<file path="config.mk">
export PLATFORM = sky130hd
export DESIGN_NAME = product_accumulator
export DESIGN_NICKNAME = d
export VERILOG_FILES = /design/src/rtl/product_accumulator.sv
export SDC_FILE = /design/constraint.sdc
export NUM_CORES = 1
export LEC_CHECK = 0
export BUFFER_PORTS_ARGS = -buffer_cell sky130_fd_sc_hd__buf_2
export CORE_MARGIN = 2
export CORE_UTILIZATION = 54
export CTS_CLUSTER_SIZE = 10
export DETAILED_ROUTE_END_ITERATION = 8
export PLACE_DENSITY = 0.79
export RECOVER_POWER = 50
export REMOVE_ABC_BUFFERS = 1
export SKIP_CTS_REPAIR_TIMING = 1
export SLEW_MARGIN = 20
export SYNTH_ARGS = -nofsm -noshare
export SYNTH_HDL_FRONTEND = slang
export SYNTH_SLANG_ARGS = --single-unit
</file>
<file path="constraint.sdc">
create_clock -name clk -period 2.7 [get_ports clk]
set_input_delay 0.27 -clock clk [delete_from_list [all_inputs] [get_ports clk]]
set_output_delay 0.27 -clock clk [all_outputs]
set_load 0.01 [all_outputs]
</file>
<file path="src/rtl/product_accumulator.sv">
// product_accumulator: sums fixed-length batches of 8-bit unsigned products
// into an ACC_W-bit accumulator and presents each finished batch on a
// valid/ready handshake, together with a sticky per-batch carry-out flag.
module product_accumulator #(
    parameter int unsigned N_TERMS = 4,
    parameter int unsigned ACC_W   = 12
) (
    input  logic             clk,
    input  logic             rst_n,
    input  logic             clear,
    input  logic             in_valid,
    output logic             in_ready,
    input  logic [7:0]       in_product,
    output logic             out_valid,
    input  logic             out_ready,
    output logic [ACC_W-1:0] out_sum,
    output logic             overflow,
    output logic             busy
);

    localparam int unsigned CNT_W = $clog2(N_TERMS + 1);
    localparam logic [CNT_W-1:0] CNT_LAST = CNT_W'(N_TERMS);
    localparam bit SINGLE_TERM = (N_TERMS == 1);

    typedef enum logic [1:0] {
        IDLE  = 2'd0,
        ACCUM = 2'd1,
        HOLD  = 2'd2
    } state_t;

    state_t             state_q, state_d;
    logic [ACC_W-1:0]   acc_q, acc_d;
    logic [CNT_W-1:0]   cnt_q, cnt_d;
    logic               ovf_q, ovf_d;
    logic               out_valid_q, out_valid_d;
    logic               busy_q, busy_d;

    logic               accept;
    logic [ACC_W:0]     sum_ext;
    logic [CNT_W-1:0]   cnt_inc;

    // Input acceptance: blocked while a result is held or a clear is pending.
    always_comb begin
        in_ready = (state_q != HOLD) && !clear;
        accept   = in_valid && in_ready;
    end

    // Next-state, accumulate and handshake logic; clear overrides everything.
    always_comb begin
        state_d     = state_q;
        acc_d       = acc_q;
        cnt_d       = cnt_q;
        ovf_d       = ovf_q;
        sum_ext     = {1'b0, acc_q} + (ACC_W + 1)'(in_product);
        cnt_inc     = cnt_q + CNT_W'(1);

        if (clear) begin
            state_d = IDLE;
            acc_d   = '0;
            cnt_d   = '0;
            ovf_d   = 1'b0;
        end else begin
            case (state_q)
                IDLE: begin
                    if (accept) begin
                        acc_d   = ACC_W'(in_product);
                        ovf_d   = 1'b0;
                        cnt_d   = CNT_W'(1);
                        state_d = SINGLE_TERM ? HOLD : ACCUM;
                    end
                end
                ACCUM: begin
                    if (accept) begin
                        acc_d = sum_ext[ACC_W-1:0];
                        ovf_d = ovf_q | sum_ext[ACC_W];
                        cnt_d = cnt_inc;
                        if (cnt_inc == CNT_LAST) begin
                            state_d = HOLD;
                        end
                    end
                end
                HOLD: begin
                    if (out_ready) begin
                        state_d = IDLE;
                        acc_d   = '0;
                        cnt_d   = '0;
                    end
                end
                default: begin
                    state_d = IDLE;
                    acc_d   = '0;
                    cnt_d   = '0;
                    ovf_d   = 1'b0;
                end
            endcase
        end

        out_valid_d = (state_d == HOLD);
        busy_d      = (state_d == ACCUM);
    end

    // State and datapath registers.
    always_ff @(posedge clk or negedge rst_n) begin
        if (!rst_n) begin
            state_q     <= IDLE;
            acc_q       <= '0;
            cnt_q       <= '0;
            ovf_q       <= 1'b0;
            out_valid_q <= 1'b0;
            busy_q      <= 1'b0;
        end else begin
            state_q     <= state_d;
            acc_q       <= acc_d;
            cnt_q       <= cnt_d;
            ovf_q       <= ovf_d;
            out_valid_q <= out_valid_d;
            busy_q      <= busy_d;
        end
    end

    // The running sum is visible in every state; out_valid qualifies it.
    always_comb begin
        out_sum   = acc_q;
        overflow  = ovf_q;
        out_valid = out_valid_q;
        busy      = busy_q;
    end

endmodule

</file>
# Yosys cells after proc, flatten, opt, wreduce, memory -nomap -nowiden
# Cells that the tools add are included.
# op_classes
eq_ne,10
add_sub_neg,2
bitwise,1
n_reduce_logical,6
n_mux,20
# ops
cell,n
12-bit 2-to-1 mux,4
12-bit case mux with 3 select lines,1
12-bit by 8-bit adder with 13-bit output,1
3-bit 2-to-1 mux,4
2-bit 2-to-1 mux,5
"3-bit != test, second input constant",3
3-bit case mux with 3 select lines,1
2-bit case mux with 3 select lines,1
3-bit AND reduction,2
"2-bit by 1-bit == test with 1-bit output, second input constant",2
"2-bit == test, second input constant",2
"2-bit != test, second input constant",2
"3-bit by 1-bit adder with 3-bit output, second input constant",1
"3-bit == test, second input constant",1
1-bit 2-to-1 mux,3
1-bit case mux with 3 select lines,1
1-bit logical AND,2
2-bit logical NOT,1
1-bit logical NOT,1
1-bit bitwise OR,1
# word_totals
in_bits,13
reg_bits,20

# Longest topological paths before layout
# Gate-level depths: netlist of the first run.
# depth
ltp_word,7
mapped_depth,7

# Worst setup path before layout of the first run
# OpenSTA, ideal clock, no wires.
# synth_path
path_kind,reg-to-reg
start,register acc_q[0] (netlist: out_sum[0])
end,register acc_q[10] (netlist: out_sum[10])
path_stages_with_launch,8
t_arrival_ns,1.921
synth_period_minus_slack_ns,2.025
required_ns,2.596
slack_ns,0.675
path_cell_list,dfrtp_1 -> ha_1 -> fa_1 -> a211oi_1 -> o21ai_1 -> and2_4 -> a31o_1 -> o311ai_1
# synth_between
elab_chain_len,4
# synth_rtl
item,line_no,rtl
start: declaration,32,"logic [ACC_W-1:0] acc_q, acc_d;"
start signal: assignment,106,acc_q <= '0;
start signal: assignment,113,acc_q <= acc_d;
12-bit by 8-bit adder with 13-bit output,54,"sum_ext = {1'b0, acc_q} + (ACC_W + 1)'(in_product);"
12-bit 2-to-1 mux,73,if (accept) begin
12-bit case mux with 3 select lines,63,case (state_q)
12-bit 2-to-1 mux,57,if (clear) begin
# No other way between the ends. The select of a mux whose other input is x is not followed.
# A chain may end at the register's enable or synchronous reset.

# Worst setup path after layout of the first run
# Ends and elaborated chain as after synthesis.

==> summary.txt, run 1 <==
Route
  – Final WL: 3.16 mm
  – DRT iter0 DRCs: 36
  – Detail Route Antenna Nets: 0
  – WL/cell: 15.4 um
  – Routed via count: 1237
  – Residual DRC: 0
  – Drt via density: 6.03
  – Initial DRT Pass Iterations: 4

Worst setup path
  – Flop2flop setup slack: 490 ps
  – Crit-path max FO: 4
  – RR Startpoint: out_sum[0]$_DFFE_PN0P_
  – Crit Path Class: flop to flop
  – R2r worst-path depth: 7
  – Reg-to-reg endpoint: out_sum[10]$_DFFE_PN0P_
  – Crit path arrival time: 2430 ps
  – Crit end category: flop
  – Req. time, crit path: 2920 ps
  – Crit path launch type: flop

Floorplan
  – Die W: 54.0 um
  – Top Ports: 29
  – Starting Density: 55.6%
  – Chip Height: 54.0 um
  – FP Rows: 18
  – Core Region: 2430 um^2
  – Die area: 2920 um^2

Hold path
  – Worst hold endpoint: out_sum[5]$_DFFE_PN0P_
  – Hold wc startpoint: in_product[5]
  – Hold depth: 3
  – Hold WC Path Type: input pin to flop

Timing
  – Unrepaired setup endpoints after global routing: false
  – Relative slew slack: 25.6%
  – Fin. max-slew vios: 0
  – Period Utilization, post-route: 82.0%
  – Fmax: 0.452 GHz
  – Worst Setup Slack, final: 485 ps
  – Final setup viols: 0
  – Min Tclk post-route: 2210 ps
  – Worst-margin pin slew: 1120 ps
  – Post-Route Skew: 3.27 ps
  – Hold Violations, Final: 0
  – TNS Setup: 0 ps

Placement
  – RD Place Congestion: 0.823
  – Input/output buffers: 28
  – HPWL after DPL: 2.34 mm
  – Place WS: 551 ps

Power and ir drop
  – Pwr dens: 469 nW/um^2
  – Static leakage: 0.735 nW
  – Worst vdd ir: 0.367 mV

Status
  – Status: complete, no violations

Clock network
  – Sink Count: 20
  – TritonCTS clock tree: done
  – Reg clk slew, reported paths: 120 ps
  – Root Buffer: clkbuf_4
  – Clock Tree Buf Depth: 2
  – CTS H-tree lvls: 1
  – Num CTS Buffers: 3
  – Clk_lat worst skew: 310 ps

Logic synthesis
  – #FFs+latches synth: 20
  – Dominant cell type by area after synthesis: dfrtp_1
  – Syn. warnings: 0
  – Synth Instances: 147
  – Cell Area, Synth: 1350 um^2
  – Avg Cell Area, Syn: 9.20 um^2
  – Synth cell types: 43
  – Synth area leaders: dfrtp_1, ha_1, nand2_1
  – Top cell type's share of synthesized area: 37.0%
  – Sequential share of the synthesized area: 37.0%

Final layout
  – Share of layout cells above drive strength 1: 17.7%
  – N_diodes: 0
  – FILL cells: 215
  – Syn-to-layout area delta: 13.7%
  – Final #Nets: 200

GRT
  – GRT Util Overall: 25.0%
  – Total gr overflow: 0
  – Initial antenna violation count: 0
  – First-pass GRT wire length: 5.26 mm
  – Vias in the first global route: 1163
  – Largest net degree at the start of global routing: 21

Run
  – Max-Cap Viols: 0
-- synthesized netlist by cell type (all sizes together) --
cell type / count
o221a: 1
a31oi: 1
nand2: 21
nand2b: 1
nor3: 1
a221o: 1
a2111oi: 1
or4: 2
nor2: 12
o211a: 2
o311ai: 1
nand3: 6
ha: 10
buf: 5
a211oi: 1
a21boi: 1
mux2i: 4
nand4: 1
o21ai: 16
inv: 3
fa: 1
nor2b: 2
dfrtp: 20
clkbuf: 1
o22a: 2
nor4b: 1
a22oi: 3
o41ai: 1
a21oi: 6
o221ai: 1
xnor2: 3
and3: 2
and2: 2
a21o: 2
xor2: 3
a31o: 1
o211ai: 5
-- layer usage --
layer | part of all wire [%] | vias up | GRT usage (%)
met3 | 4.5 | 5 | 3.61
met5 | 0 | - | 0
met1 | 45 | 610 | 32.4
met4 | 1.6 | 0 | 9.58
li1 | - | 597 | -
met2 | 49 | 25 | 42.1
-- state kept, by name, indices dropped and copies added (netlist names) --
| register | cells |
|---|---|
| busy | 1 |
| cnt_q | 3 |
| out_sum | 12 |
| out_valid | 1 |
| overflow | 1 |
| state_q | 2 |
-- stage by stage --
stage               area [um^2]  std cells  power (mW)  hold slack (ps)  util [%]
finish                     1540        205       0.721              213      63.2
global route               1540        205       0.766              217      63.2
CTS                        1540        204       0.724             -105      63.3
detailed placement         1500        200       0.544              246      61.8
global placement           1500        200       0.536              244      61.8
floorplan                  1320        141       0.475            -25.6         -
-- layout make-up --
class / instances / area (um^2) / area share, %
Multi-Input combinational cell: 118 / 806 / 52.4
Clock buffer: 4 / 36.3 / 2.36
Timing Repair Buffer: 30 / 146 / 9.52
Tap cell: 30 / 37.5 / 2.44
Sequential cell: 20 / 500 / 32.5
Inverter: 3 / 11.3 / 0.732
-- kinds of logic (layout without fill, tap and decap cells) --
kind of cell | count (synthesis) | in the layout | synth area share (%)
adder cells (fa/ha/maj) | 11 | 11 | 10.7
multiplexers | 4 | 4 | 2.96
flip-flops | 20 | 20 | 37.0
AO/OA/AOI/OAI | 46 | 46 | 23.3
buffers and inverters | 9 | 37 | 3.42
XOR/XNOR | 6 | 6 | 3.89
AND/OR/NAND/NOR | 51 | 51 | 18.7
-- worst max path at each step --
stage                            from                      end  slack [ps]  depth (start not counted)
2_1_floorplan  out_sum[0]$_DFFE_PN0P_  out_sum[10]$_DFFE_PN0P_         680                          7
3_3_place_gp            in_product[0]  out_sum[10]$_DFFE_PN0P_         620                          8
3_5_place_dp   out_sum[0]$_DFFE_PN0P_  out_sum[10]$_DFFE_PN0P_         550                          7
4_1_cts        out_sum[0]$_DFFE_PN0P_  out_sum[10]$_DFFE_PN0P_         490                          7
5_1_grt        out_sum[0]$_DFFE_PN0P_  out_sum[10]$_DFFE_PN0P_         320                          7
6_report       out_sum[0]$_DFFE_PN0P_  out_sum[10]$_DFFE_PN0P_         490                          7
-- power by group --
part           switching (mW)  internal (mW)  total, mW
registers              0.0209          0.317      0.338
clock network          0.0999         0.0825      0.182
logic                   0.115         0.0853      0.201
total                   0.236          0.485      0.721
-- critical path, stage by stage (launching register included) --
cell and delay (ps):
dfrtp_1 430, ha_1 240, fa_1 420, a211oi_1 400, o21ai_1 150, and2_4 200, a31o_1 210, o311ai_1 80
-- layout by cell type (no fill, tap or decap), drive strengths merged, types with 4 or more instances in the layout --
cell type,instances
a21oi,6
buf,20
clkbuf,13
dfrtp,20
ha,10
mux2i,4
nand2,21
nand3,6
nor2,12
o211ai,5
o21ai,16
(Power assumes the default switching activity.)
==> run 2, diff against run 1 <==
--- a/config.mk
+++ b/config.mk
@@ -7,10 +7,10 @@
 export LEC_CHECK = 0
 export BUFFER_PORTS_ARGS = -buffer_cell sky130_fd_sc_hd__buf_2
 export CORE_MARGIN = 2
-export CORE_UTILIZATION = 54
+export CORE_UTILIZATION = 48
 export CTS_CLUSTER_SIZE = 10
 export DETAILED_ROUTE_END_ITERATION = 8
-export PLACE_DENSITY = 0.79
+export PLACE_DENSITY = 0.74
 export RECOVER_POWER = 50
 export REMOVE_ABC_BUFFERS = 1
 export SKIP_CTS_REPAIR_TIMING = 1
==> constraint.sdc (replaced) <==
create_clock -name clk -period 1.95 [get_ports clk]
set_input_delay 0.195 -clock clk [delete_from_list [all_inputs] [get_ports clk]]
set_output_delay 0.195 -clock clk [all_outputs]
set_load 0.01 [all_outputs]
==> run 2 against run 1 <==
Utilization shrank 3.3 points; total power grew 36%; via count grew 0.97%; final area grew 5.6%; die area grew 12%; sequential power grew 37%; maximum frequency grew 17%; count of clock-buffer cells in the layout shrank 1; sequential share of layout area shrank 1.7 points; clock skew is essentially flat; largest cell class unchanged.
==> summary.txt, run 2 (synthesized netlist as in run 1, its figures left out) <==
Floorplan
  – Chip Height: 57.1 um (+5.6%)
  – Starting Density: 49.9% (-5.7 points)
  – Die W: 57.1 um (+5.6%)
  – Top Ports: 29 (unchanged)
  – FP Rows: 19 (+1)
  – Core Region: 2710 um^2 (+11%)
  – Die area: 3260 um^2 (+12%)

Placement
  – DP Cell Count: 208 (+4.0%)
  – Place WS: -145 ps (-695 ps)
  – Input/output buffers: 28 (unchanged)
  – HPWL after DPL: 2.48 mm (+5.8%)
  – RD Place Congestion: 0.853 (+3.6%)

Route
  – Routed via count: 1249 (+0.97%)
  – DRT iter0 DRCs: 69 (+92%)
  – Detail Route Antenna Nets: 0 (unchanged)
  – Initial DRT Pass Iterations: 4 (unchanged)
  – Final WL: 3.28 mm (+3.8%)
  – Drt via density: 5.86 (-2.8%)
  – WL/cell: 15.4 um (-0.10%)
  – Residual DRC: 0 (unchanged)

Worst setup path
  – Crit Path Class: flop to flop
  – Crit. path cell count: 7 (unchanged)
  – Top delay family on crit path: simple AND/OR/NAND/NOR gates
  – RR Startpoint: out_sum[1]$_DFFE_PN0P_
  – Crit path from: out_sum[1]$_DFFE_PN0P_
  – Crit path to: out_sum[11]$_DFFE_PN0P_
  – Crit path launch type: flop
  – Crit path arrival time: 2140 ps (-290 ps)
  – Slowest Stage Delay on Critical Path: 430 ps (about the same)
  – Req. time, crit path: 2190 ps (-730 ps)
  – Reg-to-reg endpoint: out_sum[11]$_DFFE_PN0P_
  – Worst-path cell chain: buf_4 -> ha_1 -> a21oi_1 -> o221ai_1 -> nand2_1 -> or4_1 -> nand3_1
  – R2r worst-path depth: 7 (unchanged)
  – Crit-path max FO: 4 (unchanged)
  – Crit end category: flop
  – Crit-path slowest cell: dfrtp_1
  – Flop2flop setup slack: 50 ps (-440 ps)
  – CP Buf/Inv Count: 1 (+1)

Final layout
  – Syn-to-layout area delta: 20.1%
  – Most common cell after layout, fill and taps aside: buf_2
  – Commonest cells after routing, fill and taps aside: buf_2, nand2_1, dfrtp_1, o21ai_0, nor2_1
  – Share of layout cells above drive strength 1: 25.3% (+7.6 points)
  – Register area: 500 um^2 (unchanged)
  – Filler-free cell count of the finished design: 213 (+3.9%)
  – N_diodes: 0 (unchanged)
  – Multi-input logic area: 841 um^2 (+4.3%)
  – Final #Nets: 208 (+4.0%)
  – Max reg flops: 12 (unchanged)
  – FILL cells: 261 (+21%)

GRT
  – GRT Util Overall: 20.8% (-4.2 points)
  – Vias in the first global route: 1158 (-0.43%)
  – Largest net degree at the start of global routing: 21 (unchanged)
  – Total gr overflow: 0 (unchanged)
  – Initial antenna violation count: 0 (unchanged)
  – First-pass GRT wire length: 5.35 mm (+1.7%)

Clock network
  – Reg clk slew, reported paths: 110 ps (about the same)
  – Clock Tree Buf Depth: 2 (unchanged)
  – Root Buffer: clkbuf_4
  – Sink Count: 20 (unchanged)
  – CTS H-tree lvls: 1 (unchanged)
  – TritonCTS clock tree: done
  – Clk_lat worst skew: 300 ps (about the same)
  – Num CTS Buffers: 3 (unchanged)

Power and ir drop
  – Worst vdd ir: 0.379 mV (+3.4%)
  – Pwr dens: 603 nW/um^2 (+29%)
  – Static leakage: 0.783 nW (+6.6%)
  – Total Power: 0.979 mW (+36%)

Status
  – Status: complete, no violations

Timing
  – Hold Violations, Final: 0 (unchanged)
  – Worst Setup Slack, final: 50.1 ps (-435 ps)
  – Unrepaired setup endpoints after global routing: true
  – Fin. max-slew vios: 0 (unchanged)
  – Relative slew slack: 25.8% (+0.13 points)
  – Post-Route Skew: 3.69 ps (+0.414 ps)
  – Fmax: 0.526 GHz (+17%)
  – Final hold slack: 168 ps (-45.3 ps)
  – Period Utilization, post-route: 97.4% (+15 points)
  – Min Tclk post-route: 1900 ps (-315 ps)
  – Final setup viols: 0 (unchanged)
  – Worst-margin pin slew: 1110 ps (-1.88 ps)
  – TNS Setup: 0 ps (unchanged)

Hold path
  – Hold WC Path Type: input pin to flop

Run
  – Max-Cap Viols: 0 (unchanged)
[run 2: changes by cell type in the layout (fill, tap and decap cells not counted), sizes merged]
cell    previous run  this run
buf               20        31
clkbuf            13         9
[run 2: routing by layer]
layer  wire length [um]  GRT usage (%)  part of all wire [%]  vias up
met5                  0              0                     0        -
li1                   -              -                     -      614
met4                 34           7.31                   1.0        0
met3                141           3.63                   4.3        4
met2               1640           34.6                    50       32
met1               1460           27.5                    45      599
[run 2: how the worst min path moves through the flow]
| stage | start | to | cells after the start |
|---|---|---|---|
| finish | in_product[6] | out_sum[6]$_DFFE_PN0P_ | 3 |
| detailed placement | rst_n | busy$_DFF_PN0_ | 1 |
| global route | in_product[0] | out_sum[0]$_DFFE_PN0P_ | 2 |
| floorplan | rst_n | busy$_DFF_PN0_ | 0 |
| CTS | rst_n | state_q[1]$_DFF_PN0_ | 1 |
| global placement | rst_n | out_valid$_DFF_PN0_ | 1 |
[run 2: layout make-up]
cell class              count  share of cell area [%]
inverters                   3                   0.693
clock buffers               3                    1.39
repair buffers             38                    12.9
multi-input cells         118                    51.8
flip-flops and latches     20                    30.8
well taps                  31                    2.39
[run 2: tightest hold or removal path, delay by kind of cell]
| family | cells | cell delay [ps] |
|---|---|---|
| AO/OA/AOI/OAI | 2 | 140 |
| buffers and inverters | 1 | 90 |
[run 2: through the flow]
stage	cell area (um^2)	util, %
after floorplan	1320	-
after global placement	1560	57.4
after detailed placement	1560	57.4
after CTS	1580	58.3
after global routing	1620	59.9
final	1620	59.9
[run 2: power breakdown]
part	total, mW	switching, mW	leakage [nW]	internal (mW)
combinational	0.324	0.179	0.502	0.145
clock	0.193	0.121	0.0138	0.0720
sequential	0.462	0.0236	0.268	0.439
total	0.979	0.323	0.783	0.656
==> run 3, diff against run 2 <==
--- a/config.mk
+++ b/config.mk
@@ -7,10 +7,11 @@
 export LEC_CHECK = 0
 export BUFFER_PORTS_ARGS = -buffer_cell sky130_fd_sc_hd__buf_2
 export CORE_MARGIN = 2
-export CORE_UTILIZATION = 48
+export CORE_UTILIZATION = 54
 export CTS_CLUSTER_SIZE = 10
 export DETAILED_ROUTE_END_ITERATION = 8
-export PLACE_DENSITY = 0.74
+export GPL_TIMING_DRIVEN = 0
+export PLACE_DENSITY = 0.79
 export RECOVER_POWER = 50
 export REMOVE_ABC_BUFFERS = 1
 export SKIP_CTS_REPAIR_TIMING = 1
==> constraint.sdc (replaced) <==
create_clock -name clk -period 1.94 [get_ports clk]
set_input_delay 0.194 -clock clk [delete_from_list [all_inputs] [get_ports clk]]
set_output_delay 0.194 -clock clk [all_outputs]
set_load 0.01 [all_outputs]
==> run 3 against run 2 <==
The flow now finishes with violations (setup timing); count of clock-buffer cells in the layout unchanged; combinational power up 6%; global-route usage grew 3.0 points; clock power grew 79%; sequential share of layout area decreased by 1.0 points; via count increased by 1.2%; worst setup slack worse by 95 ps; flip-flop and latch count stayed put; register-to-register slack lost 90 ps; critical endpoint is now out_sum[10]$_DFFE_PN0P_; largest cell class unchanged; highest routed layer unchanged.
==> summary.txt, run 3 (synthesized netlist as in run 1, its figures left out) <==
Worst setup path
  – Slowest Stage Delay on Critical Path: 450 ps (+20 ps)
  – Crit end category: flop
  – Crit-path slowest cell: dfrtp_1
  – R2r worst-path depth: 7 (unchanged)
  – Worst-path cell chain: ha_4 -> fa_2 -> a211oi_4 -> o21ai_2 -> and2_4 -> a31o_1 -> o311ai_1
  – Req. time, crit path: 2160 ps (-30 ps)
  – Crit path arrival time: 2200 ps (+60 ps)
  – Crit Path Class: flop to flop
  – Crit-path max FO: 4 (unchanged)
  – Crit path launch type: flop

Power and ir drop
  – Static leakage: 0.766 nW (-2.3%)
  – Pwr dens: 689 nW/um^2 (+14%)
  – Total Power: 1.16 mW (+18%)
  – Worst vdd ir: 0.577 mV (+52%)

Timing
  – Final setup viols: 3 (+3)
  – Worst Setup Slack, final: -44.8 ps (-94.8 ps)
  – Relative slew slack: 26.4% (+0.61 points)
  – Post-Route Skew: 2.25 ps (-1.44 ps)
  – Min Tclk post-route: 1980 ps (+84.8 ps)
  – Unrepaired setup endpoints after global routing: true
  – Period Utilization, post-route: 102% (+4.9 points)
  – Fin. max-slew vios: 0 (unchanged)
  – TNS Setup: -110 ps (-110 ps)
  – Hold Violations, Final: 0 (unchanged)
  – Worst-margin pin slew: 1100 ps (-9.10 ps)
  – Fmax: 0.504 GHz (-4.3%)

Placement
  – DP Area: 1500 um^2 (-3.9%)
  – RD Place Congestion: 0.809 (-5.1%)
  – HPWL after DPL: 2.25 mm (-9.0%)
  – Input/output buffers: 28 (unchanged)
  – Place WS: -256 ps (-112 ps)

GRT
  – Vias in the first global route: 1130 (-2.4%)
  – Largest net degree at the start of global routing: 21 (unchanged)
  – Total gr overflow: 0 (unchanged)
  – Initial antenna violation count: 0 (unchanged)
  – GRT Util Overall: 23.8% (+3.0 points)
  – First-pass GRT wire length: 4.96 mm (-7.3%)

Clock network
  – Clock Tree Buf Depth: 2 (unchanged)
  – Reg clk slew, reported paths: 120 ps (about the same)
  – CTS H-tree lvls: 1 (unchanged)
  – Sink Count: 20 (unchanged)
  – TritonCTS clock tree: done
  – Clk_lat worst skew: 310 ps (about the same)
  – Root Buffer: clkbuf_4
  – Num CTS Buffers: 3 (unchanged)

Route
  – DRT iter0 DRCs: 41 (-41%)
  – WL/cell: 16.1 um (+4.3%)
  – Final WL: 3.32 mm (+1.3%)
  – Residual DRC: 0 (unchanged)
  – Detail Route Antenna Nets: 0 (unchanged)
  – Routed via count: 1264 (+1.2%)
  – Initial DRT Pass Iterations: 4 (unchanged)
  – Drt via density: 6.11 (+4.1%)

Hold path
  – Hold WC Path Type: input pin to flop
  – Hold depth: 3 (unchanged)

Final layout
  – Final #Nets: 202 (-2.9%)
  – Max reg flops: 12 (unchanged)
  – N_diodes: 0 (unchanged)
  – Final instance area: 1680 um^2 (+3.6%)
  – Share of layout cells above drive strength 1: 27.7% (+2.4 points)
  – Core Util, Final: 69.2% (+9.3 points)
  – Commonest cells after routing, fill and taps aside: nand2_1, buf_2, dfrtp_1, o21ai_0, nor2_1
  – Syn-to-layout area delta: 24.4%

Floorplan
  – Chip Height: 54.0 um (-5.3%)
  – Top Ports: 29 (unchanged)
  – Die W: 54.0 um (-5.3%)
  – Die area: 2920 um^2 (-10%)
  – FP Rows: 18 (-1)
  – Core Region: 2430 um^2 (-10%)
  – Starting Density: 55.6% (+5.7 points)

Status
  – Failing checks: setup timing
  – Status: finished with violations

Run
  – Max-Cap Viols: 0 (unchanged)
==> run 3: changes by cell type in the layout (fill, tap and decap cells not counted), sizes merged <==
cell / before / now
buf: 31 / 23
clkbuf: 9 / 10
nor2: 12 / 13
bufinv: 0 / 1
==> run 3: final timing paths <==
| path | from | slack (ps) | endpoint |
|---|---|---|---|
| setup / recovery | out_sum[0]$_DFFE_PN0P_ | -40 | out_sum[10]$_DFFE_PN0P_ |
| min in group asynchronous | rst_n | 600 | state_q[1]$_DFF_PN0_ |
| hold reg to reg | cnt_q[2]$_DFFE_PN0P_ | 520 | cnt_q[2]$_DFFE_PN0P_ |
| hold / removal | in_product[6] | 150 | out_sum[6]$_DFFE_PN0P_ |
| max in group asynchronous | rst_n | 620 | state_q[0]$_DFF_PN0_ |
| setup reg to reg | out_sum[0]$_DFFE_PN0P_ | -40 | out_sum[10]$_DFFE_PN0P_ |
==> run 3: per-stage QoR <==
step | hold WS (ps) | std cells
finish | 154 | 207
global placement | 168 | 199
global route | 164 | 207
detailed placement | 170 | 199
CTS | -169 | 203
floorplan | -102 | 141
==> run 3: metal layers <==
metal / global-route usage [%] / wire length, um
met1: 30.7 / 1410
met2: 40.9 / 1730
met3: 2.50 / 141
met4: 9.17 / 44
met5: 0 / 0
==> run 3: final cells by class <==
class	count	area (um^2)
fillers	183	749
well taps	30	37.5
repair buffers	31	156
multi-input cells	119	923
inverters	3	11.3
clock buffers	3	22.5
flip-flops and latches	20	502
clock inverters	1	30.0
==> run 3: worst max-delay path, delay by kind of cell (launching register included) <==
family                   cells  cell delay [ps]
AO/OA/AOI/OAI                4              640
adder cells (fa/ha/maj)      2              620
flip-flops                   1              450
AND/OR/NAND/NOR              1              180
==> run 3: power by group <==
part / total (mW) / switching [mW] / internal (mW)
clock network: 0.345 / 0.136 / 0.209
registers: 0.473 / 0.0312 / 0.441
logic: 0.342 / 0.190 / 0.152
total: 1.16 / 0.357 / 0.802
